File: config.mk
export PLATFORM = sky130hd
export DESIGN_NAME = fetch_sequencer
export DESIGN_NICKNAME = d
export VERILOG_FILES = /design/src/rtl/fetch_sequencer_pkg.sv /design/src/rtl/fetch_sequencer.sv
export SDC_FILE = /design/constraint.sdc
export NUM_CORES = 1
export LEC_CHECK = 0
export ABC_AREA = 1
export CAP_MARGIN = 10
export CORE_MARGIN = 5
export CORE_UTILIZATION = 45
export DETAILED_ROUTE_END_ITERATION = 16
export PLACE_DENSITY_LB_ADDON = 0.08
export SLEW_MARGIN = 30
export SYNTH_ARGS = -nofsm -noshare
export SYNTH_HDL_FRONTEND = slang
export SYNTH_SLANG_ARGS = --single-unit
File: constraint.sdc
create_clock -name clk -period 2.3 [get_ports clk]
set_input_delay 0.23 -clock clk [delete_from_list [all_inputs] [get_ports clk]]
set_output_delay 0.23 -clock clk [all_outputs]
set_load 0.05 [all_outputs]
File: src/rtl/fetch_sequencer_pkg.sv
`default_nettype none
// ============================================================================
// Module      : fetch_sequencer_pkg
// Description : Shared definitions for the instruction fetch sequencer:
//               phase encodings, the IDLE instruction word, default widths
//               and the internal sequencer state type.
// Revision    : 1.0 - initial release
// ============================================================================
package fetch_sequencer_pkg;

  // Default widths for the instruction word and the instruction address
  localparam int DATA_SIZE_DEFAULT = 32;
  localparam int MEM_SIZE_DEFAULT  = 10;

  // Externally visible phase encodings (2-bit phase output)
  localparam logic [1:0] PHASE_FETCH  = 2'd0;
  localparam logic [1:0] PHASE_DECODE = 2'd1;
  localparam logic [1:0] PHASE_EXEC   = 2'd2;
  localparam logic [1:0] PHASE_WB     = 2'd3;

  // Instruction word that retires the program and stops the sequencer.
  // All-ones is chosen so that small literal words (0, 1, 2, ...) are
  // never mistaken for it.
  localparam logic [31:0] IDLE_WORD = 32'hFFFF_FFFF;

  // Internal sequencer state. HALT has its own encoding and is folded onto
  // the WB phase value only when driving the phase output.
  typedef enum logic [2:0] {
    ST_FETCH  = 3'd0,
    ST_DECODE = 3'd1,
    ST_EXEC   = 3'd2,
    ST_WB     = 3'd3,
    ST_HALT   = 3'd4
  } seq_state_t;

  // Map an internal state onto the phase value reported to the outside
  function automatic logic [1:0] state_phase(input seq_state_t s);
    logic [1:0] p;
    case (s)
      ST_FETCH:  p = PHASE_FETCH;
      ST_DECODE: p = PHASE_DECODE;
      ST_EXEC:   p = PHASE_EXEC;
      ST_WB:     p = PHASE_WB;
      ST_HALT:   p = PHASE_WB;
      default:   p = PHASE_FETCH;
    endcase
    return p;
  endfunction

endpackage
`default_nettype wire

File: src/rtl/fetch_sequencer.sv
`default_nettype none
// ============================================================================
// Module      : fetch_sequencer
// Description : Four-phase instruction sequencer (FETCH, DECODE, EXEC, WB)
//               driving a synchronous instruction memory. Latches the fetched
//               word into an instruction register, advances or redirects the
//               PC at the end of write-back, and stops in HALT when the IDLE
//               word retires. Reset is synchronous and active-low.
// Revision    : 1.0 - initial release
// ============================================================================
module fetch_sequencer
  import fetch_sequencer_pkg::*;
#(
  parameter int DataSize = DATA_SIZE_DEFAULT,
  parameter int MemSize  = MEM_SIZE_DEFAULT
) (
  input  logic                clk,
  input  logic                reset,
  input  logic [DataSize-1:0] instruction,
  input  logic                branch_taken,
  input  logic [MemSize-1:0]  branch_target,
  input  logic                stall,
  output logic [MemSize-1:0]  PC,
  output logic                IM_read,
  output logic                IM_write,
  output logic                IM_enable,
  output logic [DataSize-1:0] ir,
  output logic                ir_valid,
  output logic [1:0]          phase,
  output logic                halted
);

  // IDLE word resized to the configured instruction width
  localparam logic [DataSize-1:0] IDLE_INSTR = DataSize'(IDLE_WORD);

  seq_state_t          state;
  logic [MemSize-1:0]  pc_q;
  logic [DataSize-1:0] ir_q;
  logic                halted_q;
  logic                ir_is_idle;

  // The retiring instruction is compared once here and used in WB
  assign ir_is_idle = (ir_q == IDLE_INSTR);

  // Sequencer state, PC, IR and halt flag; reset dominates, HALT is sticky,
  // stall freezes every register for the cycle
  always_ff @(posedge clk) begin
    if (!reset) begin
      state    <= ST_FETCH;
      pc_q     <= '0;
      ir_q     <= '0;
      halted_q <= 1'b0;
    end else if (state == ST_HALT) begin
      // Only reset leaves HALT; branch and stall are ignored here
      state    <= ST_HALT;
      halted_q <= 1'b1;
    end else if (!stall) begin
      case (state)
        ST_FETCH: begin
          // IM captures PC at this edge; data is valid during DECODE
          state <= ST_DECODE;
        end
        ST_DECODE: begin
          state <= ST_EXEC;
          ir_q  <= instruction;
        end
        ST_EXEC: begin
          state <= ST_WB;
        end
        ST_WB: begin
          if (ir_is_idle) begin
            // PC stays on the IDLE instruction
            state    <= ST_HALT;
            halted_q <= 1'b1;
          end else begin
            state <= ST_FETCH;
            pc_q  <= branch_taken ? branch_target : (pc_q + MemSize'(1));
          end
        end
        default: begin
          state <= ST_FETCH;
        end
      endcase
    end
  end

  // Memory-interface and status outputs decoded from the state register;
  // everything is forced quiet while reset is held low
  always_comb begin
    IM_write  = 1'b0;
    IM_read   = 1'b0;
    IM_enable = 1'b0;
    ir_valid  = 1'b0;
    phase     = PHASE_FETCH;
    if (reset) begin
      phase     = state_phase(state);
      IM_read   = (state == ST_FETCH);
      IM_enable = (state == ST_FETCH);
      ir_valid  = (state == ST_EXEC) || (state == ST_WB);
    end
  end

  assign PC     = pc_q;
  assign ir     = ir_q;
  assign halted = halted_q;

endmodule
`default_nettype wire

Word level (Yosys, flattened, before mapping)

Cells that the tools add are included.

$add $sub $neg: 1
Equal/unequal tests: 6
Mux-type cells: 13
Bitwise logic cells: 4
Reduce and logical (&&, ||, !) cells: 9

Operators with widths:

| kind                                                | count |
|---|---|
| equality test 32 bit, second input constant         | 1 |
| case mux 3 bit (4 select lines)                     | 1 |
| adder 10 x 1 -> 10 bit, second input constant       | 1 |
| two-way mux 10 bit                                  | 1 |
| two-way mux 3 bit                                   | 3 |
| equality test 3 x 2 -> 1 bit, second input constant | 2 |
| two-way mux 1 bit                                   | 6 |
| case mux 2 bit (3 select lines)                     | 1 |
| AND reduction 3 bit                                 | 2 |
| inverter 1 bit                                      | 4 |
| AND reduction 4 bit                                 | 1 |
| nonzero test 2 bit                                  | 2 |
| OR reduction 2 bit                                  | 2 |
| equality test 3 x 1 -> 1 bit, second input constant | 1 |
| equality test 3 bit, second input constant          | 1 |
| zero test 3 bit                                     | 1 |
| two-way mux 2 bit                                   | 1 |
| != test 2 x 1 -> 1 bit, second input constant       | 1 |
| logical OR 1 bit                                    | 1 |

Register bits: 46
Word-level logic and storage cells: 38

Longest topological paths before layout

Depth after elaboration: 5
Depth in mapped cells: 10
Mapped depth without buffers: 10

Least setup slack after synthesis

Ideal clock, no wire load.

Path type: reg2out
From: register state[1]
To: output IM_read
Arrival time: 2.010 ns
Path slack: 0.060 ns
Stages on the path, launching flop included: 5
Buffers on the path: 1
Cell sequence: dfxtp_1 -> nor2_1 -> inv_1 -> nor3_1 -> buf_4

Word-level cells in the longest chain between the ends: 2

RTL lines:

| what                   | RTL line              | text |
|---|---|---|
| start, declared        | fetch_sequencer.sv:36 | `seq_state_t state;` |
| start signal, assigned | fetch_sequencer.sv:49 | `state <= ST_FETCH;` |
| start signal, assigned | fetch_sequencer.sv:55 | `state <= ST_HALT;` |
| start signal, assigned | fetch_sequencer.sv:61 | `state <= ST_DECODE;` |
| zero test 3 bit        | --                    |  |
| two-way mux 1 bit      | --                    |  |
| end, declared          | fetch_sequencer.sv:24 | `output logic IM_read,` |

Every way passes these cells.

Worst setup path after layout

From: register pc_q[7], in the netlist PC[7]
To: output PC[7]

RTL lines:

| what                   | RTL line              | text |
|---|---|---|
| start, declared        | fetch_sequencer.sv:37 | `logic [MemSize-1:0] pc_q;` |
| start signal, assigned | fetch_sequencer.sv:77 | `pc_q <= branch_taken ? branch_target : (pc_q + MemSize'(1));` |
| end, declared          | fetch_sequencer.sv:23 | `output logic [MemSize-1:0] PC,` |

No word-level cell between the ends.

==> results by group <==
Route
  – Vias per cell: 4.79
  – Drt wl/cell: 11.8 um
  – Initial drt markers: 133
  – Routed wire length: 5730 um
  – DRT Pass-1 Iters: 5
  – Antenna Nets Post-Route: 0
  – Total number of vias: 2316
  – Drc violations: 0

Worst setup path
  – Crit path max-delay family: buffers and inverters
  – CP endpoint kind: output port
  – WP data required: 2.07 ns
  – Type of origin of the critical path: register
  – Critical Path Max Stage Delay: 0.84 ns
  – Worst EP arrival: 1.58 ns
  – CP Class: reg2out
  – WP buf/inv: 1
  – CP Cell Sequence: clkdlybuf4s50_1
  – CP max FO: 6
  – Critical path's slowest cell: clkdlybuf4s50_1

Die
  – FP Rows: 25
  – Io pins: 95
  – Initial core utilization: 46.4%
  – Core ar.: 4720 um^2
  – Die Area: 6370 um^2
  – Die W: 79.8 um
  – Die extent in y: 79.8 um

Yosys
  – Syn Nets: 370
  – Sequential element share of the synthesized area: 42.0%
  – Post-synthesis cell count: 323
  – Compound-Gate Fraction of Synth Area: 12.5%
  – Mux contribution to synthesized area: 0%
  – Mapped Area: 2190 um^2
  – Post-Synth Simple-Gate Area: 36.5%
  – Ys Warns: 0
  – Avg Inst Size Synth: 6.79 um^2
  – Largest family of logic cells by synthesized area: simple AND/OR/NAND/NOR gates
  – Synth Area in Adders: 0.570%
  – Unique masters post-synth: 30
  – Yosys reg bits: 46
  – Xor and xnor area share after synthesis: 0%

Finish
  – Commonest non-fill, non-tap cell in the layout: nor2_1
  – Area grow syn2layout: 53.2%
  – Layout Nets: 463
  – Most frequent cells in the layout: 89 x nor2_1, 88 x clkdlybuf4s50_1, 61 x nand2_1
  – Reg area: 921 um^2
  – # fillers: 419
  – Share of cells above drive strength 1: 9.35%
  – Antenna Cells: 0
  – Multi-input gate area: 1090 um^2

STA
  – Fin crit share: 78.8%
  – Final Hold Fails: 0
  – Setup Total Neg Slack: 0 ns
  – Actual slew at the worst max-slew pin: 0.541 ns
  – Fin. max-slew vios: 0
  – # setup viols final: 0
  – Relative slew margins: 63.8%
  – F_max: 552 MHz
  – RSZ-0062 raised after global routing: false
  – Tmin final: 1.81 ns
  – WHS: 0.503 ns
  – Clk_skew: 0.00685 ns

Power and ir drop
  – Maximum vdd drop: 397 uV
  – Leakage power: 0.00127 uW
  – Total power: 2020 uW
  – P per Cell Area: 602 nW/um^2

GRT
  – Total track usage: 18.7%
  – Largest net degree at the start of global routing: 42
  – Total congestion overflow: 0
  – Initial antenna violation count: 0
  – First-pass GRT wire length: 9460 um
  – Vias in the first global route: 2124

Clock tree
  – Postcts setup bufs: 0
  – H-tree levels: 2
  – Clock Latency Late Sink: 0.30 ns
  – Root Buffer: clkbuf_8
  – Hold Buf Count CTS: 0
  – Total CTS buffers: 5
  – Sinks on Clock Net: 46
  – PostCTS Resize Cnt: 0
  – Max Buffers Root-to-Sink: 2
  – CTS tree: yes
  – Clock transition at path regs: 0.08 ns

Placement
  – Number of I/O port buffers: 93
  – DP HPWL: 4290 um
  – GPL Wtd Cong: 0.914

Run
  – Max_cap viols: 0

Hold path
  – Worst Hold Class: reg2reg

Outcome
  – Outcome: completed
## synthesized netlist by cell type, drive strengths merged
| cell | count | share of area [%] |
|---|---|---|
| clkbuf | 6 | 1.0 |
| nand3b | 1 | 0.34 |
| a211oi | 1 | 0.34 |
| dfxtp | 46 | 42 |
| o31ai | 2 | 0.68 |
| o21ai | 42 | 9.6 |
| ha | 1 | 0.57 |
| o21bai | 1 | 0.34 |
| buf | 8 | 3.2 |
| or2 | 2 | 0.57 |
| a21oi | 7 | 1.6 |
| clkinv | 1 | 0.17 |
| nor3 | 4 | 0.91 |
| nand4 | 3 | 0.86 |
| nand3 | 14 | 3.4 |
| nor2 | 97 | 18 |
| inv | 21 | 3.8 |
| nand2 | 65 | 12 |
| conb | 1 | 0.17 |
## tightest hold or removal path, stage by stage (launching register included)
cell and delay, ns:
dfxtp_1 0.33, nor2_1 0.10, nor2_1 0.05
## logic make-up (layout without fill, tap and decap cells)
group,Yosys count,in the layout
AO/OA/AOI/OAI,53,53
adder cells (fa/ha/maj),1,1
buffers and inverters,36,130
flip-flops,46,46
other,1,1
AND/OR/NAND/NOR,186,186
## state kept, by name (all words and copies together), names as in the netlist
register,cells
ir,32
PC,10
state,3
halted,1
## per-stage QoR
| step | std cells | util [%] | setup slack (ns) | area (um^2) |
|---|---|---|---|---|
| after floorplan | 323 | - | 0.0604 | 2190 |
| after global placement | 476 | 68.1 | 0.510 | 3220 |
| after detailed placement | 476 | 68.1 | 0.487 | 3220 |
| after CTS | 484 | 71.2 | 0.480 | 3360 |
| after global routing | 484 | 71.2 | 0.373 | 3360 |
| final | 484 | 71.2 | 0.488 | 3360 |
## final cells by class
class	count	share of cell area, %
multi-input cells	241	32.5
repair buffers	100	30.8
flip-flops and latches	46	27.4
inverters	22	2.61
well taps	67	2.49
clock buffers	6	2.46
clock inverters	2	1.79
## worst paths after layout
check	from	to	slack, ns	cells past startpoint
setup / recovery	PC[7]	PC[7]	0.49	1
hold / removal	ir[29]	ir[29]	0.50	2
setup reg to reg	PC[1]	PC[8]	0.82	8
hold reg to reg	ir[29]	ir[29]	0.50	2
## routing by layer
metal	wire (um)	up-vias	share of wire, %	track usage, %
met5	0	-	0	0
met4	74	0	1.3	6.42
met3	544	7	9.5	6.32
met2	2690	83	47	31.9
met1	2420	1021	42	21.7
li1	-	1205	-	-
## power by group
part	leakage, uW	internal (uW)	total (uW)	switching [uW]
combinational	0.000827	184	429	245
sequential	0.000375	832	860	28.3
clock	0.0000714	463	734	271
Power figures use the tool's default switching activity.
